==> config.mk <==
export PLATFORM = sky130hd
export DESIGN_NAME = decode_operand_fetch
export DESIGN_NICKNAME = d
export VERILOG_FILES = /design/src/rtl/decode_operand_fetch.sv
export SDC_FILE = /design/constraint.sdc
export NUM_CORES = 1
export LEC_CHECK = 0
export ABC_CLOCK_PERIOD_IN_PS = 5000
export CORE_MARGIN = 1.5
export CORE_UTILIZATION = 62
export DETAILED_ROUTE_END_ITERATION = 8
export PLACE_DENSITY = 0.85
export REMOVE_ABC_BUFFERS = 1
export SYNTH_ARGS = -nofsm -noshare
export SYNTH_HDL_FRONTEND = slang
export SYNTH_SLANG_ARGS = --single-unit
==> constraint.sdc <==
create_clock -name clk -period 5 [get_ports clk]
set_clock_uncertainty 0.1 [all_clocks]
set_input_delay 1 -clock clk [delete_from_list [all_inputs] [get_ports clk]]
set_output_delay 1 -clock clk [all_outputs]
set_load 0.03 [all_outputs]
==> src/rtl/decode_operand_fetch.sv <==
// Decode / operand-fetch pipeline stage: instruction register, 16x16 register file,
// load-use stall FSM and back-to-back ALU forwarding flags for the execute stage.
module decode_operand_fetch #(
  parameter int unsigned DATA_WIDTH = 16,
  parameter int unsigned REG_COUNT  = 16,
  parameter int unsigned ADDR_WIDTH = 8
) (
  input  logic                  clk,
  input  logic                  rst,
  input  logic [15:0]           instr,
  input  logic                  instrValid,
  output logic                  instrAccept,
  output logic [3:0]            opcode,
  output logic [3:0]            destReg,
  output logic [DATA_WIDTH-1:0] srcVal1,
  output logic [DATA_WIDTH-1:0] srcVal2,
  output logic [ADDR_WIDTH-1:0] memAddr,
  output logic                  used1,
  output logic                  used2,
  input  logic [3:0]            destRegStore,
  input  logic [DATA_WIDTH-1:0] destVal,
  input  logic                  storeNow,
  output logic                  storeDone,
  output logic                  halted
);

  localparam logic [3:0] OP_NOP   = 4'd0;
  localparam logic [3:0] OP_HALT  = 4'd1;
  localparam logic [3:0] OP_NEG   = 4'd9;
  localparam logic [3:0] OP_LOAD  = 4'd14;
  localparam logic [3:0] OP_STORE = 4'd15;

  typedef enum logic [1:0] {
    RUN,
    LOADWAIT,
    HALTED
  } state_t;

  state_t                state_q, state_d;
  logic [3:0]            pending_q, pending_d;
  logic [15:0]           ir_q;
  logic                  irValid_q;

  logic [DATA_WIDTH-1:0] rf_q [REG_COUNT];

  logic [3:0]            opcode_q, opcode_d;
  logic [3:0]            destReg_q, destReg_d;
  logic [DATA_WIDTH-1:0] srcVal1_q, srcVal1_d;
  logic [DATA_WIDTH-1:0] srcVal2_q, srcVal2_d;
  logic [ADDR_WIDTH-1:0] memAddr_q, memAddr_d;
  logic                  used1_q, used1_d;
  logic                  used2_q, used2_d;
  logic                  storeDone_q;
  logic                  halted_q;

  logic [3:0]            irOp, irDst, irS1, irS2;
  logic                  irBlocks;
  logic                  prevAlu;
  logic [DATA_WIDTH-1:0] rdS1, rdS2, rdDst;

  assign irOp  = ir_q[15:12];
  assign irDst = ir_q[11:8];
  assign irS1  = ir_q[7:4];
  assign irS2  = ir_q[3:0];

  // A LOAD or HALT sitting in the instruction register will move the FSM out of
  // RUN on the next edge, so nothing may be accepted behind it.
  assign irBlocks    = irValid_q && (irOp == OP_LOAD || irOp == OP_HALT);
  assign instrAccept = rst && (state_q == RUN) && !irBlocks && instrValid;

  assign prevAlu = (opcode_q >= 4'd2) && (opcode_q <= 4'd10);

  // Same-cycle writeback wins over the stale array contents.
  assign rdS1  = (storeNow && destRegStore == irS1)  ? destVal : rf_q[irS1];
  assign rdS2  = (storeNow && destRegStore == irS2)  ? destVal : rf_q[irS2];
  assign rdDst = (storeNow && destRegStore == irDst) ? destVal : rf_q[irDst];

  always_comb begin
    opcode_d  = OP_NOP;
    destReg_d = '0;
    srcVal1_d = '0;
    srcVal2_d = '0;
    memAddr_d = '0;
    used1_d   = 1'b0;
    used2_d   = 1'b0;
    if (state_q == RUN && irValid_q) begin
      case (irOp)
        OP_HALT: opcode_d = OP_HALT;
        4'd2, 4'd3, 4'd4, 4'd5, 4'd6, 4'd7, 4'd8, 4'd10: begin
          opcode_d  = irOp;
          destReg_d = irDst;
          srcVal1_d = rdS1;
          srcVal2_d = rdS2;
          used1_d   = prevAlu && (irS1 == destReg_q);
          used2_d   = prevAlu && (irS2 == destReg_q);
        end
        OP_NEG: begin
          opcode_d  = OP_NEG;
          destReg_d = irDst;
          srcVal1_d = rdS1;
          used1_d   = prevAlu && (irS1 == destReg_q);
        end
        OP_LOAD: begin
          opcode_d  = OP_LOAD;
          destReg_d = irDst;
          memAddr_d = ADDR_WIDTH'(ir_q[7:0]);
        end
        OP_STORE: begin
          opcode_d  = OP_STORE;
          destReg_d = irDst;
          srcVal1_d = rdDst;
          memAddr_d = ADDR_WIDTH'(ir_q[7:0]);
          used1_d   = prevAlu && (irDst == destReg_q);
        end
        default: ;
      endcase
    end
  end

  always_comb begin
    state_d   = state_q;
    pending_d = pending_q;
    case (state_q)
      RUN: begin
        if (irValid_q && irOp == OP_LOAD) begin
          state_d   = LOADWAIT;
          pending_d = irDst;
        end else if (irValid_q && irOp == OP_HALT) begin
          state_d = HALTED;
        end
      end
      LOADWAIT: if (storeNow && destRegStore == pending_q) state_d = RUN;
      HALTED:   state_d = HALTED;
      default:  state_d = RUN;
    endcase
  end

  always_ff @(posedge clk) begin
    if (!rst) begin
      state_q     <= RUN;
      pending_q   <= '0;
      ir_q        <= '0;
      irValid_q   <= 1'b0;
      opcode_q    <= '0;
      destReg_q   <= '0;
      srcVal1_q   <= '0;
      srcVal2_q   <= '0;
      memAddr_q   <= '0;
      used1_q     <= 1'b0;
      used2_q     <= 1'b0;
      storeDone_q <= 1'b0;
      halted_q    <= 1'b0;
    end else begin
      state_q     <= state_d;
      pending_q   <= pending_d;
      if (instrAccept) ir_q <= instr;
      irValid_q   <= instrAccept;
      opcode_q    <= opcode_d;
      destReg_q   <= destReg_d;
      srcVal1_q   <= srcVal1_d;
      srcVal2_q   <= srcVal2_d;
      memAddr_q   <= memAddr_d;
      used1_q     <= used1_d;
      used2_q     <= used2_d;
      storeDone_q <= storeNow;
      halted_q    <= (state_d == HALTED);
    end
  end

  always_ff @(posedge clk) begin
    if (!rst) begin
      for (int unsigned i = 0; i < REG_COUNT; i++) rf_q[i] <= '0;
    end else if (storeNow) begin
      rf_q[destRegStore] <= destVal;
    end
  end

  assign opcode    = opcode_q;
  assign destReg   = destReg_q;
  assign srcVal1   = srcVal1_q;
  assign srcVal2   = srcVal2_q;
  assign memAddr   = memAddr_q;
  assign used1     = used1_q;
  assign used2     = used2_q;
  assign storeDone = storeDone_q;
  assign halted    = halted_q;

endmodule

==> run_results.csv <==
group,metric,value,unit
logic_synthesis,synth_top_area_cell,"edfxtp_1",
setup_path,worstSetupPathType,"in2out",
detailed_routing,vias,14400,
placement,dp_cells,1688,
worst_hold_path,whs_endpoint,"state_q[0]$_SDFF_PN0_",
placement,dp_hpwl,34300,um
floorplanning,fp.coreArea,29600,um^2
run_status,status,"complete, but fails checks",
clocking,cts.sinks,339,
timing,rsz0062_at_grt,"no",
logic_synthesis,yosysWarnings,0,
floorplanning,fp.dieH,176,um
pwr,leakage,6.50,nW
clocking,clkSlewWorstSetupHoldPaths,0.05,ns
detailed_routing,vias_per_cell,8.23,
timing,drv_slew,17,
logic_synthesis,syn_avg_cell_area,14.2,um^2
logic_synthesis,synth_cells,1317,
setup_path,crit_top_cell,"clkdlybuf4s50_1",
setup_path,reg2reg_slack,2.02,ns
timing,finalSetupTns,0,ns
timing,hold_viol_final,0,
clocking,htree_levels,2,
logic_synthesis,synthFlopType,"edfxtp_1",
placement,port-buffer-count,92,
worst_hold_path,hold_path_startpoint,"state_q[1]$_SDFF_PN0_",
placement,place_congestion,0.917,
timing,worstMarginPinSlew,1.53,ns
grt,antenna_found_initial,1,
timing,layout_min_cycle_time,3.79,ns
grt,grt_pass1_wl,88300,um
setup_path,worst_ep_arrival_time,2.69,ns
finish,drive_gt1_share,24.2,%
timing,fmax,0.264,GHz
floorplanning,die_area,31100,um^2
detailed_routing,dr.pass1.iters,9,
pwr,combinationalPowerShare,12.8,%
finish,fillCellCount,1803,
logic_synthesis,synthMostInstantiatedCell,"edfxtp_1",
setup_path,worstPathRequired,3.90,ns
clocking,postCtsHoldBufs,0,
grt,first_global_vias,14300,
logic_synthesis,async_reset_ff_share,0,%
pwr,p_int,0.00525,W
clocking,cts_buffer_depth,3,
worst_hold_path,hold_depth,1,
worst_hold_path,hold_class,"reg2reg",
pwr,powerDensity,334,nW/um^2
logic_synthesis,synth_cell_type_count,46,
run_status,violations,"capacitance limit, slew limit",
grt,grt_overflow,0,
clocking,insertion_delay,0.53,ns
grt,grt_max_degree,68,
logic_synthesis,syn_area,18600,um^2
pwr,p_total,0.00703,W
pwr,power_frac_seq,47.5,%
pwr,p_sw_share,25.4,%
setup_path,crit_chain,"clkdlybuf4s50_1 -> nand3_1 -> or3_1 -> inv_1 -> clkdlybuf4s50_1",
setup_path,end_kind,"output pin",
finish,syn_to_final_growth,13.0,%
pwr,power_switching,0.00178,W
floorplanning,rows,63,
finish,stdcell_count,1752,
detailed_routing,routed_wl,59900,um
pwr,p_clk_share,39.7,%
finish,seqCellArea,9360,um^2
logic_synthesis,synth_top_cell_area_share,41.2,%
finish,antennaDiodeCount,0,
detailed_routing,drcViolationCount,0,
timing,setup_viol,0,
grt,grt_usage,38.9,%
setup_path,r2r_cells,5,
setup_path,path_max_fanout,2,
setup_path,reg2reg_to,"srcVal1[11]$_SDFF_PN0_",
timing,period_share,75.9,%
logic_synthesis,yosysSeqAreaShare,50.2,%
finish,multi_input_area,8580,um^2
logic_synthesis,ys_top_cells_by_count,"edfxtp_1, nor3_1, mux4_2, clkbuf_1, dfxtp_1",
detailed_routing,routedWlPerCell,34.2,um
detailed_routing,drtIter0Drc,2833,
setup_path,path_buf_inv,3,
floorplanning,die_w,176,um
clocking,cts_setup_buffers,0,
clocking,root_buffer,"clkbuf_16",
setup_path,slowest_delay,0.67,ns
setup_path,startpoint_type,"primary input",
floorplanning,initial_core_util,62.9,%
logic_synthesis,synth_edf_count,256,
clocking,cts_tree,"yes",
clocking,post_cts_resized,0,
timing,slew-limit-headroom,-2.25,%
setup_path,crit_family,"buffers and inverters",
logic_synthesis,synth_area_leaders,"edfxtp_1, mux4_2, dfxtp_1, nor3_1, mux4_1",
setup_path,crit_slowest_cell,"clkdlybuf4s50_1",
clocking,numCtsBuffers,36,
floorplanning,io_pins,93,
detailed_routing,ant_nets,0,
finish,nets,1376,
logic_synthesis,synth_seq_cells,339,
pwr,peakVddDrop,0.267,mV
run,maxCapViolCount,1,
[stage by stage]
step           setup WS, ns  util [%]  cell area (um^2)  hold slack (ns)
2_1_floorplan         0.458         -             17900            0.323
3_3_place_gp           1.18      67.0             19900            0.337
3_5_place_dp           1.12      67.0             19900            0.342
4_1_cts                1.19      71.1             21100            0.350
5_1_grt                1.16      71.1             21100            0.379
6_report               1.21      71.1             21100            0.354
[placed cells by master, fill, tap and decap left out, types with 5 or more instances in the layout]
| master | Yosys | layout |
|---|---|---|
| a22o_1 | 46 | 46 |
| o22ai_1 | 18 | 18 |
| nand2_1 | 42 | 40 |
| edfxtp_1 | 256 | 256 |
| dfxtp_1 | 83 | 77 |
| clkinv_1 | 16 | 17 |
| inv_1 | 8 | 8 |
| clkdlybuf4s50_1 | 0 | 89 |
| buf_4 | 10 | 55 |
| xnor2_1 | 9 | 9 |
| nor2_1 | 33 | 33 |
| o221ai_1 | 7 | 7 |
| clkinv_2 | 0 | 6 |
| xor2_1 | 15 | 15 |
| a221oi_1 | 16 | 16 |
| nand3_1 | 8 | 7 |
| nor4_1 | 68 | 68 |
| nor3_1 | 194 | 194 |
| o221ai_2 | 10 | 10 |
| clkbuf_16 | 0 | 38 |
| mux2i_1 | 24 | 24 |
| mux4_2 | 174 | 174 |
| mux4_1 | 35 | 35 |
| o21ai_0 | 20 | 8 |
| bufinv_16 | 0 | 5 |
| nor2b_1 | 24 | 24 |
| o21ai_2 | 0 | 13 |
| clkbuf_1 | 106 | 11 |
| and2_1 | 13 | 13 |
[flip-flops by register name, summed over array words and instances, names as in the netlist, named ones only]
register,count
used1,1
destReg,4
pending_q,4
halted,1
storeDone,1
srcVal1,16
memAddr,8
used2,1
srcVal2,16
rf_q,256
irValid_q,1
state_q,2
opcode,4
ir_q,16
[area by class of cell]
type                    instances  share of cell area, %
flip-flops and latches        339                   44.5
multi-input cells             787                   40.7
repair buffers                148                   6.36
clock buffers                  50                   4.78
well taps                     390                   2.32
clock inverters                14                  0.945
inverters                      24                  0.428
[cells by family (layout without fill, tap and decap cells)]
kind of cell | after synthesis | after routing | share of synthesized area (%)
compound gates | 133 | 133 | 5.94
simple gates | 396 | 396 | 11.0
buf+inv | 191 | 236 | 4.51
mux | 234 | 234 | 27.3
flops | 339 | 339 | 50.2
xor+xnor | 24 | 24 | 1.13
[power groups by stage]
stage	Combinational, W	Clock, W	Sequential (W)
after floorplan	0.000528	0	0.00336
after global placement	0.000835	0	0.00336
after detailed placement	0.000853	0	0.00338
after CTS	0.000866	0.00278	0.00333
after global routing	0.000914	0.00288	0.00335
final	0.000897	0.00279	0.00334
[routing by layer]
layer / GRT usage [%] / routed length (um) / vias to the layer above
met5: 0 / 9 / -
met4: 22.1 / 4120 / 2
met3: 13.5 / 10500 / 416
met2: 59.1 / 27200 / 1672
met1: 49.2 / 18200 / 6867
li1: - / - / 5456
[how the worst max path moves through the flow]
| stage | to | start | cells after the start |
|---|---|---|---|
| final | instrAccept | instrValid | 5 |
| after global routing | instrAccept | instrValid | 5 |
| after global placement | rf_q[0][0]$_SDFFCE_PN0P_ | destRegStore[2] | 4 |
| after CTS | instrAccept | instrValid | 5 |
| after detailed placement | rf_q[0][1]$_SDFFCE_PN0P_ | destRegStore[2] | 4 |
| after floorplan | rf_q[12][0]$_SDFFCE_PN0P_ | rst | 4 |
Power figures use the tool's default switching activity.
